$ cat src/rtl/oled_pkg.sv
// oled_pkg: shared state encoding, ASCII constants and lowest-set-bit helper for the OLED line sequencer
package oled_pkg;
  typedef enum logic [1:0] {IDLE, SELECT, CONVERT, SEND} state_t;
  localparam logic [7:0] ASCII_SPACE = 8'h20;
  localparam logic [7:0] ASCII_ZERO = 8'h30;
  function automatic int lowest_set(input logic [31:0] v);
    int r;
    r = 0;
    for (int i = 31; i >= 0; i--) if (v[i]) r = i;
    return r;
  endfunction
endpackage

$ cat src/rtl/bin2bcd_seq.sv
// bin2bcd_seq: iterative double-dabble, one bit per cycle, done pulses VAL_W cycles after start
module bin2bcd_seq #(
  parameter int VAL_W = 8,
  parameter int DIGITS = 3
) (
  input  logic                  clk,
  input  logic                  rst,
  input  logic                  start,
  input  logic [VAL_W-1:0]      bin,
  output logic                  done,
  output logic [4*DIGITS-1:0]   bcd
);
  localparam int CNW = $clog2(VAL_W + 1);
  logic [VAL_W-1:0] sh;
  logic [CNW-1:0] cnt;
  logic run;
  logic [4*DIGITS-1:0] adj;
  always_comb begin
    adj = bcd;
    for (int k = 0; k < DIGITS; k++)
      adj[k*4 +: 4] = bcd[k*4 +: 4] > 4'd4 ? bcd[k*4 +: 4] + 4'd3 : bcd[k*4 +: 4];
  end
  always_ff @(posedge clk) begin
    if (!rst) begin
      sh <= '0;
      bcd <= '0;
      cnt <= '0;
      run <= 1'b0;
      done <= 1'b0;
    end else begin
      done <= 1'b0;
      if (start) begin
        sh <= bin;
        bcd <= '0;
        cnt <= CNW'(VAL_W);
        run <= 1'b1;
      end else if (run) begin
        {bcd, sh} <= {adj[4*DIGITS-2:0], sh, 1'b0};
        cnt <= cnt - 1'b1;
        if (cnt == CNW'(1)) begin
          run <= 1'b0;
          done <= 1'b1;
        end
      end
    end
  end
endmodule

$ cat src/rtl/oled_line_sequencer.sv
// oled_line_sequencer: redraws dirty label+decimal lines, streaming chars to the OLED writer
module oled_line_sequencer
  import oled_pkg::*;
#(
  parameter int N_LINES = 4,
  parameter int CHARS = 12,
  parameter int VAL_W = 8,
  parameter int DIGITS = 3
) (
  input  logic                                clk,
  input  logic                                rst,
  input  logic                                refresh,
  input  logic [N_LINES*VAL_W-1:0]            val_in,
  input  logic [N_LINES-1:0]                  num_en,
  input  logic [N_LINES*(CHARS-DIGITS)*8-1:0] label_in,
  input  logic                                char_done,
  output logic                                char_valid,
  output logic [7:0]                          char_data,
  output logic [$clog2(N_LINES)-1:0]          char_row,
  output logic [$clog2(CHARS)-1:0]            char_col,
  output logic                                busy,
  output logic                                frame_done
);
  localparam int LW = CHARS - DIGITS;
  localparam int RW = $clog2(N_LINES);
  localparam int CW = $clog2(CHARS);
  if (10**DIGITS <= 2**VAL_W - 1) begin : g_digits_check
    $error("DIGITS too small to hold the largest VAL_W value");
  end
  state_t state, state_d;
  logic [N_LINES-1:0] dirty, dirty_d, req, own, shadow_en;
  logic [N_LINES*VAL_W-1:0] shadow;
  logic [RW-1:0] row, sel;
  logic [CW-1:0] col;
  logic [4*DIGITS-1:0] bcd;
  logic work_en, conv_done, last, fd_d, blank;
  logic [3:0] nib;
  logic [7:0] ch;
  int lc, k;
  assign sel = RW'(lowest_set(32'(dirty)));
  assign last = col == CW'(CHARS - 1);
  assign char_valid = state == SEND;
  assign busy = state != IDLE;
  assign char_row = row;
  assign char_col = col;
  bin2bcd_seq #(.VAL_W(VAL_W), .DIGITS(DIGITS)) u_b2b (
    .clk(clk),
    .rst(rst),
    .start(state == SELECT),
    .bin(val_in[int'(sel)*VAL_W +: VAL_W]),
    .done(conv_done),
    .bcd(bcd)
  );
  // the line being latched in SELECT compares equal to itself, so only refresh can re-dirty it
  always_comb begin
    own = '0;
    req = '0;
    for (int i = 0; i < N_LINES; i++) begin
      own[i] = state == SELECT && int'(sel) == i;
      req[i] = refresh || (!own[i] && ((num_en[i] && val_in[i*VAL_W +: VAL_W] != shadow[i*VAL_W +: VAL_W])
               || num_en[i] != shadow_en[i]));
    end
    dirty_d = req | (dirty & ~own);
  end
  always_comb begin
    state_d = state;
    fd_d = 1'b0;
    unique case (state)
      IDLE:    state_d = |dirty ? SELECT : IDLE;
      SELECT:  state_d = CONVERT;
      CONVERT: state_d = conv_done ? SEND : CONVERT;
      SEND: if (char_done && last) begin
        state_d = |dirty_d ? SELECT : IDLE;
        fd_d = ~|dirty_d;
      end
      default: state_d = IDLE;
    endcase
  end
  // digit k counts from the units digit; leading zeros above the units digit are blanked
  always_comb begin
    lc = int'(col) < LW ? int'(col) : 0;
    k = int'(col) >= LW ? CHARS - 1 - int'(col) : 0;
    nib = bcd[k*4 +: 4];
    blank = !work_en || (k != 0 && (bcd >> (k*4)) == '0);
    ch = int'(col) < LW ? label_in[(int'(row)*LW + LW - 1 - lc)*8 +: 8]
       : blank ? ASCII_SPACE : ASCII_ZERO | {4'h0, nib};
    char_data = char_valid ? ch : 8'h00;
  end
  always_ff @(posedge clk) begin
    if (!rst) begin
      state <= IDLE;
      dirty <= '1;
      shadow <= '0;
      shadow_en <= '0;
      row <= '0;
      col <= '0;
      work_en <= 1'b0;
      frame_done <= 1'b0;
    end else begin
      state <= state_d;
      dirty <= dirty_d;
      frame_done <= fd_d;
      if (state == SELECT) begin
        row <= sel;
        col <= '0;
        work_en <= num_en[sel];
        shadow[int'(sel)*VAL_W +: VAL_W] <= val_in[int'(sel)*VAL_W +: VAL_W];
        shadow_en[sel] <= num_en[sel];
      end
      if (char_valid && char_done) col <= last ? '0 : col + 1'b1;
    end
  end
endmodule
$ cat config.mk
export PLATFORM = sky130hd
export DESIGN_NAME = oled_line_sequencer
export DESIGN_NICKNAME = d
export VERILOG_FILES = /design/src/rtl/oled_pkg.sv /design/src/rtl/bin2bcd_seq.sv /design/src/rtl/oled_line_sequencer.sv
export SDC_FILE = /design/constraint.sdc
export NUM_CORES = 1
export LEC_CHECK = 0
export ABC_AREA = 1
export CORE_AREA = 3 3 134 136
export CTS_CLUSTER_SIZE = 12
export DETAILED_ROUTE_END_ITERATION = 8
export DIE_AREA = 0 0 137 139
export PLACE_DENSITY = 0.92
export SYNTH_ARGS = -nofsm -noshare
export SYNTH_HDL_FRONTEND = slang
export SYNTH_SLANG_ARGS = --single-unit
$ cat constraint.sdc
create_clock -name clk -period 6.3 [get_ports clk]
set_clock_uncertainty 0.15 [all_clocks]
set_input_delay 1.575 -clock clk [delete_from_list [all_inputs] [get_ports clk]]
set_output_delay 1.575 -clock clk [all_outputs]
set_load 0.03 [all_outputs]
# Word-level counts from Yosys, hierarchy flattened
# Cells that the tools add are included.
dict set report word_totals {
  reg_bits 76
  inputBits 328
  elab_cells 137
}
dict set report op_classes {
  addsub 10
  multipliers 1
  order_cmp 7
  n_eq_ne 17
  shifts 6
  mux 34
  bitwise_logic 5
  n_reduce_logical 43
}
# cell count
set ops {}
lappend ops {{$shiftx A288 B12 Y8} 1}
lappend ops {{$neg A5 Y33} 1}
lappend ops {{$shift A8 B33 Y32 const A} 1}
lappend ops {{$shiftx A8 B33 Y32} 1}
lappend ops {{$bwmux W32} 1}
lappend ops {{$mux W32} 1}
lappend ops {{$mux W4} 8}
lappend ops {{$mux W8} 4}
lappend ops {{$ne A8 B8 Y1} 4}
lappend ops {{$reduce_bool A32 Y1} 1}
lappend ops {{$shiftx A12 B32 Y4} 1}
lappend ops {{$shiftx A32 B6 Y8} 1}
lappend ops {{$shr A12 B32 Y12} 1}
lappend ops {{$logic_and A1 B1 Y1} 16}
lappend ops {{$gt A4 B3 Y1 const B} 3}
lappend ops {{$logic_not A12 Y1} 1}
lappend ops {{$mux W2} 5}
lappend ops {{$logic_or A1 B1 Y1} 9}
lappend ops {{$mux W1} 9}
lappend ops {{$sub A8 B5 Y9} 1}
lappend ops {{$add A4 B2 Y4 const B} 2}
lappend ops {{$eq A2 B2 Y1 const B} 4}
lappend ops {{$pmux W2 S4} 1}
lappend ops {{$reduce_or A4 Y1} 2}
lappend ops {{other kinds (31)} 44}

# Longest topological paths before layout
dict set report depth {
  ltp_word 14
  ltp_mapped 21
}

# Cells and area by module
# From an unflattened synthesis, not the netlist that was laid out.
dict set report unflattened {
  cells_unflattened 1265
  area_unflattened_um2 7504.7
}
# mod n_inst cells_per_inst area_per_inst_um2
set by_module_without_submodules {}
lappend by_module_without_submodules {oled_line_sequencer 1 1078 6039.5}
lappend by_module_without_submodules {bin2bcd_seq 1 187 1465.2}

# Worst setup path before layout
# No wires, ideal clock.
dict set report synth_path {
  kind {register -> output}
  from {reg col[0], in the netlist char_col[0]}
  to {out char_data[0]}
  arrival_time_ns 3.555
  setup_slack_ns 1.020
  path_stages_with_launch 21
  cell_sequence {dfxtp_1 > inv_1 > ha_1 > nand2_1 > nand2_1 > inv_1 > nor2_1 > ha_1 > inv_1 > fa_1 > buf_2 > inv_1 > clkbuf_1 > o21ai_0 > o221ai_1 > nand3_1 > nand2_1 > nand2_1 > nand3_1 > nand2_1 > a2bb2oi_1}
}
dict set report synth_via {
  elab_chain_len 9
  word_cells_on_any_way 16
}
# item line_no
set synth_lines {}
lappend synth_lines {{start: declaration} oled_line_sequencer.sv:34} ;# logic [CW-1:0] col;
lappend synth_lines {{start signal: assignment} oled_line_sequencer.sv:110} ;# if (char_valid && char_done) col <= last ? '0 : col + 1'b1;
lappend synth_lines {{parallel branches: the longest is 7 deep, another holds $sub A8 B5 Y9} --}
lappend synth_lines {{$mux W8 (*)} oled_line_sequencer.sv:85} ;# ch = int'(col) < LW ? label_in[(int'(row)*LW + LW - 1 - lc)*8 +: 8]
lappend synth_lines {{$mux W8 (*)} oled_line_sequencer.sv:87} ;# char_data = char_valid ? ch : 8'h00;
lappend synth_lines {{end: declaration} oled_line_sequencer.sv:18} ;# output logic [7:0] char_data,
# Every way passes the cells marked *.

# Worst setup path after layout
# Ends and elaborated chain as after synthesis.

==> impl_summary.log <==
[metrics] register area: 0.001521 sq mm
[metrics] Cells after Synth: 1224
[metrics] insertion delay of the later-clocked pin in the worst-skew pair: 0.34 ns
[metrics] path class of the lowest-slack min-delay path: reg -> reg
[metrics] Placeable Area: 0.01706 sq mm
[metrics] normalized max-slew margin: 40.92%
[metrics] number of nets in the layout: 1864
[metrics] antenna-violating nets left: 0
[metrics] fraction of the cycle the final worst path needs: 94.11%
[metrics] area share of fa/ha/maj cells after synthesis: 3.599%
[metrics] fraction of synthesized cell area taken by the top area cell type: 21.24%
[metrics] post-synthesis xor/xnor area fraction: 2.324%
[metrics] H-tree depth: 3
[metrics] maximum ir drop on the vdd rail: 0.1946 mV
[metrics] min cycle time layout: 5.929 ns
[metrics] count of synthesis-stage warnings from yosys: 0
[metrics] number of distinct library cells after synthesis: 41
[metrics] most frequently used cell type in the post-synthesis netlist: sky130_fd_sc_hd__nor2_1
[metrics] global placement routability congestion: 0.9429
[metrics] worst slack at placement: 0.7310 ns
[metrics] count of buffers inserted at the top-level ports: 344
[metrics] width of the die: 137 um
[metrics] number of filler instances in the final layout: 1494
[metrics] net count of the mapped netlist: 1572
[metrics] number of flops mapped to enable cells by yosys: 0
[metrics] Sinks on Clock Net: 76
[metrics] number of global-route vias before repair: 9276
[metrics] Post-Layout Inst Area: 0.01110 sq mm
[metrics] startpoint type of the worst setup path: flip-flop
[metrics] post-DP HPWL: 24.41 mm
[metrics] classification of the worst setup path: reg -> out
[metrics] Die Ht: 139 um
[metrics] Power Total: 3.008 mW
[metrics] final worst setup slack: 0.3712 ns
[metrics] clock tree from TritonCTS: done
[metrics] Placed Instances: 1730
[metrics] Remaining Overflow, GRT: 0
[metrics] leakage power of the design: 4.320 nW
[metrics] buffer count from post-CTS setup fixing: 0
[metrics] reported max-cap violation count: 0
[metrics] count of pins on the block boundary: 345
[metrics] leading cell types by total area after synthesis: sky130_fd_sc_hd__dfxtp_1 21%, sky130_fd_sc_hd__o21ai_0 14%, sky130_fd_sc_hd__nor2_1 12%
[metrics] CTS Root Buffer Type: sky130_fd_sc_hd__clkbuf_16
[metrics] endpoint kind of the worst setup timing path: primary output
[metrics] # resized after CTS: 0
[metrics] CP arrival: 4.20 ns
[metrics] run status: finished, final reports clean
[metrics] layout cells sized above 1: 3.813%
[metrics] initial cell density of the core: 41.99%
[metrics] global-route wire length before repair: 47.99 mm
[metrics] Global Route Usage Sum: 31.28%
[metrics] count of placed standard cells in the final layout, fillers left out: 1747
[metrics] synthesized-area fraction occupied by ao, oa, aoi and oai cells: 32.32%
[metrics] fraction of synthesized area in multiplexers: 0%
[metrics] Pwr Density: 270.9 mW/mm^2
[metrics] routed len/inst: 18.20 um
[metrics] post-detailed-route DRC marker count: 0
[metrics] clock slew at the register clock pins of the worst setup and hold paths: 0.06 ns
[metrics] area growth from synthesis to layout: 55.03%
[metrics] worst path required time: 4.58 ns
[metrics] cell type contributing the most total cell area after synthesis: sky130_fd_sc_hd__dfxtp_1
[metrics] share of the yosys chip area belonging to registers: 21.24%
[metrics] hold buffer count at cts: 0
[metrics] average vias per placed instance: 5.690
[metrics] area used by multi-input combinational logic: 0.004856 sq mm
[metrics] pins over their slew limit: 0
[metrics] most frequent cells after synthesis: 222 x sky130_fd_sc_hd__nor2_1, 205 x sky130_fd_sc_hd__o21ai_0, 189 x sky130_fd_sc_hd__nand2_1
[metrics] most used flip-flop cell after synthesis: sky130_fd_sc_hd__dfxtp_1
[metrics] clock buffer depth: 2
[metrics] Mapped Area: 0.007162 sq mm
[metrics] maximum operating frequency: 168.7 MHz
[metrics] Synth Area per Inst: 5.851 sq um
[metrics] final setup fails: 0
[metrics] Post-DP Area: 0.01077 sq mm
[metrics] Die Footprint: 0.01904 sq mm
[metrics] simple-gate portion of the synthesized area: 29.35%
[metrics] asr flop ratio synth: 0%
[metrics] clock buffer count from CTS: 9
[metrics] Final Hold Fails: 0
[metrics] largest net degree at the start of global routing: 91
[metrics] sum of routed wire length over all layers: 31.80 mm
[metrics] vias after detailed routing: 9941
[metrics] slew of the pin with the lowest slew margin: 0.8862 ns
[metrics] crit path max fanout: 64
[metrics] post-route setup TNS: 0 ns
[metrics] total iterations of the first detailed-routing run: 6
[metrics] combinational family with the most area after synthesis: compound AO/OA/AOI/OAI gates
[metrics] DRC violation total after the first TritonRoute iteration: 1056
[metrics] setup repair after global routing missed its margin: false
[metrics] FP Rows: 48
[metrics] antenna violations before repair: 2
[metrics] #FFs+latches synth: 76
[metrics by stage]
stage / hold WS, ns / utilization [%]
6_report: 0.3079 / 65.10
2_1_floorplan: 0.2781 / -
3_5_place_dp: 0.2992 / 63.15
3_3_place_gp: 0.2953 / 63.15
4_1_cts: 0.3077 / 65.06
5_1_grt: 0.3439 / 65.10
[where the power goes]
| part | leakage (nW) | internal (mW) | switching, mW |
|---|---|---|---|
| sequential | 0.617 | 0.558 | 0.0651 |
| clock | 0.151 | 0.357 | 0.209 |
| combinational | 3.55 | 0.681 | 1.14 |
[cells by family after synthesis]
| group | count (synthesis) |
|---|---|
| buffers and inverters | 204 |
| AO/OA/AOI/OAI | 393 |
| adder cells (fa/ha/maj) | 20 |
| flip-flops | 76 |
| AND/OR/NAND/NOR | 512 |
| XOR/XNOR | 19 |
[placed cells by master, fill, tap and decap left out, types with 18 or more instances in the layout]
master and n:
sky130_fd_sc_hd__a21oi_1 67, sky130_fd_sc_hd__clkdlybuf4s50_1 336, sky130_fd_sc_hd__dfxtp_1 76, sky130_fd_sc_hd__ha_1 18, sky130_fd_sc_hd__inv_1 119, sky130_fd_sc_hd__nand2_1 189
sky130_fd_sc_hd__nand3_1 80, sky130_fd_sc_hd__nor2_1 222, sky130_fd_sc_hd__o211ai_1 28, sky130_fd_sc_hd__o21ai_0 205, sky130_fd_sc_hd__o221ai_1 49
[flip-flops by register name, summed over array words and instances (netlist names)]
signal and flops:
shadow 32, u_b2b.bcd 12, u_b2b.sh 8, char_col 4, dirty 4, shadow_en 4
u_b2b.cnt 4, char_row 2, state 2, frame_done 1, u_b2b.done 1, u_b2b.run 1
work_en 1
[area by class of cell]
type / instances / share of cell area, %
Antenna cell: 1 / 0.02254
Inverter: 129 / 4.406
Clock buffer: 10 / 2.152
Sequential cell: 76 / 13.70
Clock inverter: 6 / 0.7888
Multi-Input combinational cell: 944 / 43.73
Tap cell: 225 / 2.536
Timing Repair Buffer: 356 / 32.66
[final timing paths]
path / startpoint / to / slack, ns / cells past startpoint
max reg2reg: state[1] / frame_done / 2.92 / 10
min: shadow[16] / shadow[16] / 0.31 / 2
min reg2reg: shadow[16] / shadow[16] / 0.31 / 2
max: char_col[0] / char_data[0] / 0.37 / 19
[metal layers]
metal / vias up / routed length [um] / global-route usage (%) / share of wire (%)
met5: - / 13 / 0 / 0.041
met4: 2 / 1443 / 15.39 / 4.5
li1: 4749 / - / - / -
met3: 102 / 3311 / 8.164 / 10
met2: 547 / 15260 / 52.08 / 48
met1: 4541 / 11770 / 36.90 / 37
[critical path: stages (launching register included)]
cell and delay, ns:
sky130_fd_sc_hd__dfxtp_1 0.43, sky130_fd_sc_hd__inv_1 0.14, sky130_fd_sc_hd__ha_1 0.21, sky130_fd_sc_hd__nand2_1 0.08, sky130_fd_sc_hd__nand2_1 0.18, sky130_fd_sc_hd__inv_1 0.18
sky130_fd_sc_hd__nor2_1 0.09, sky130_fd_sc_hd__ha_4 0.49, sky130_fd_sc_hd__buf_4 0.56, sky130_fd_sc_hd__nor2_1 0.11, sky130_fd_sc_hd__nor2_1 0.17, sky130_fd_sc_hd__o21ai_0 0.11
sky130_fd_sc_hd__o211ai_1 0.13, sky130_fd_sc_hd__nand3_1 0.10, sky130_fd_sc_hd__nand2_1 0.09, sky130_fd_sc_hd__nand2_1 0.05, sky130_fd_sc_hd__nand3_1 0.11, sky130_fd_sc_hd__nand2_1 0.11
sky130_fd_sc_hd__a2bb2oi_1 0.35, sky130_fd_sc_hd__buf_12 0.17
No activity file was read; power rests on OpenSTA's default activity.
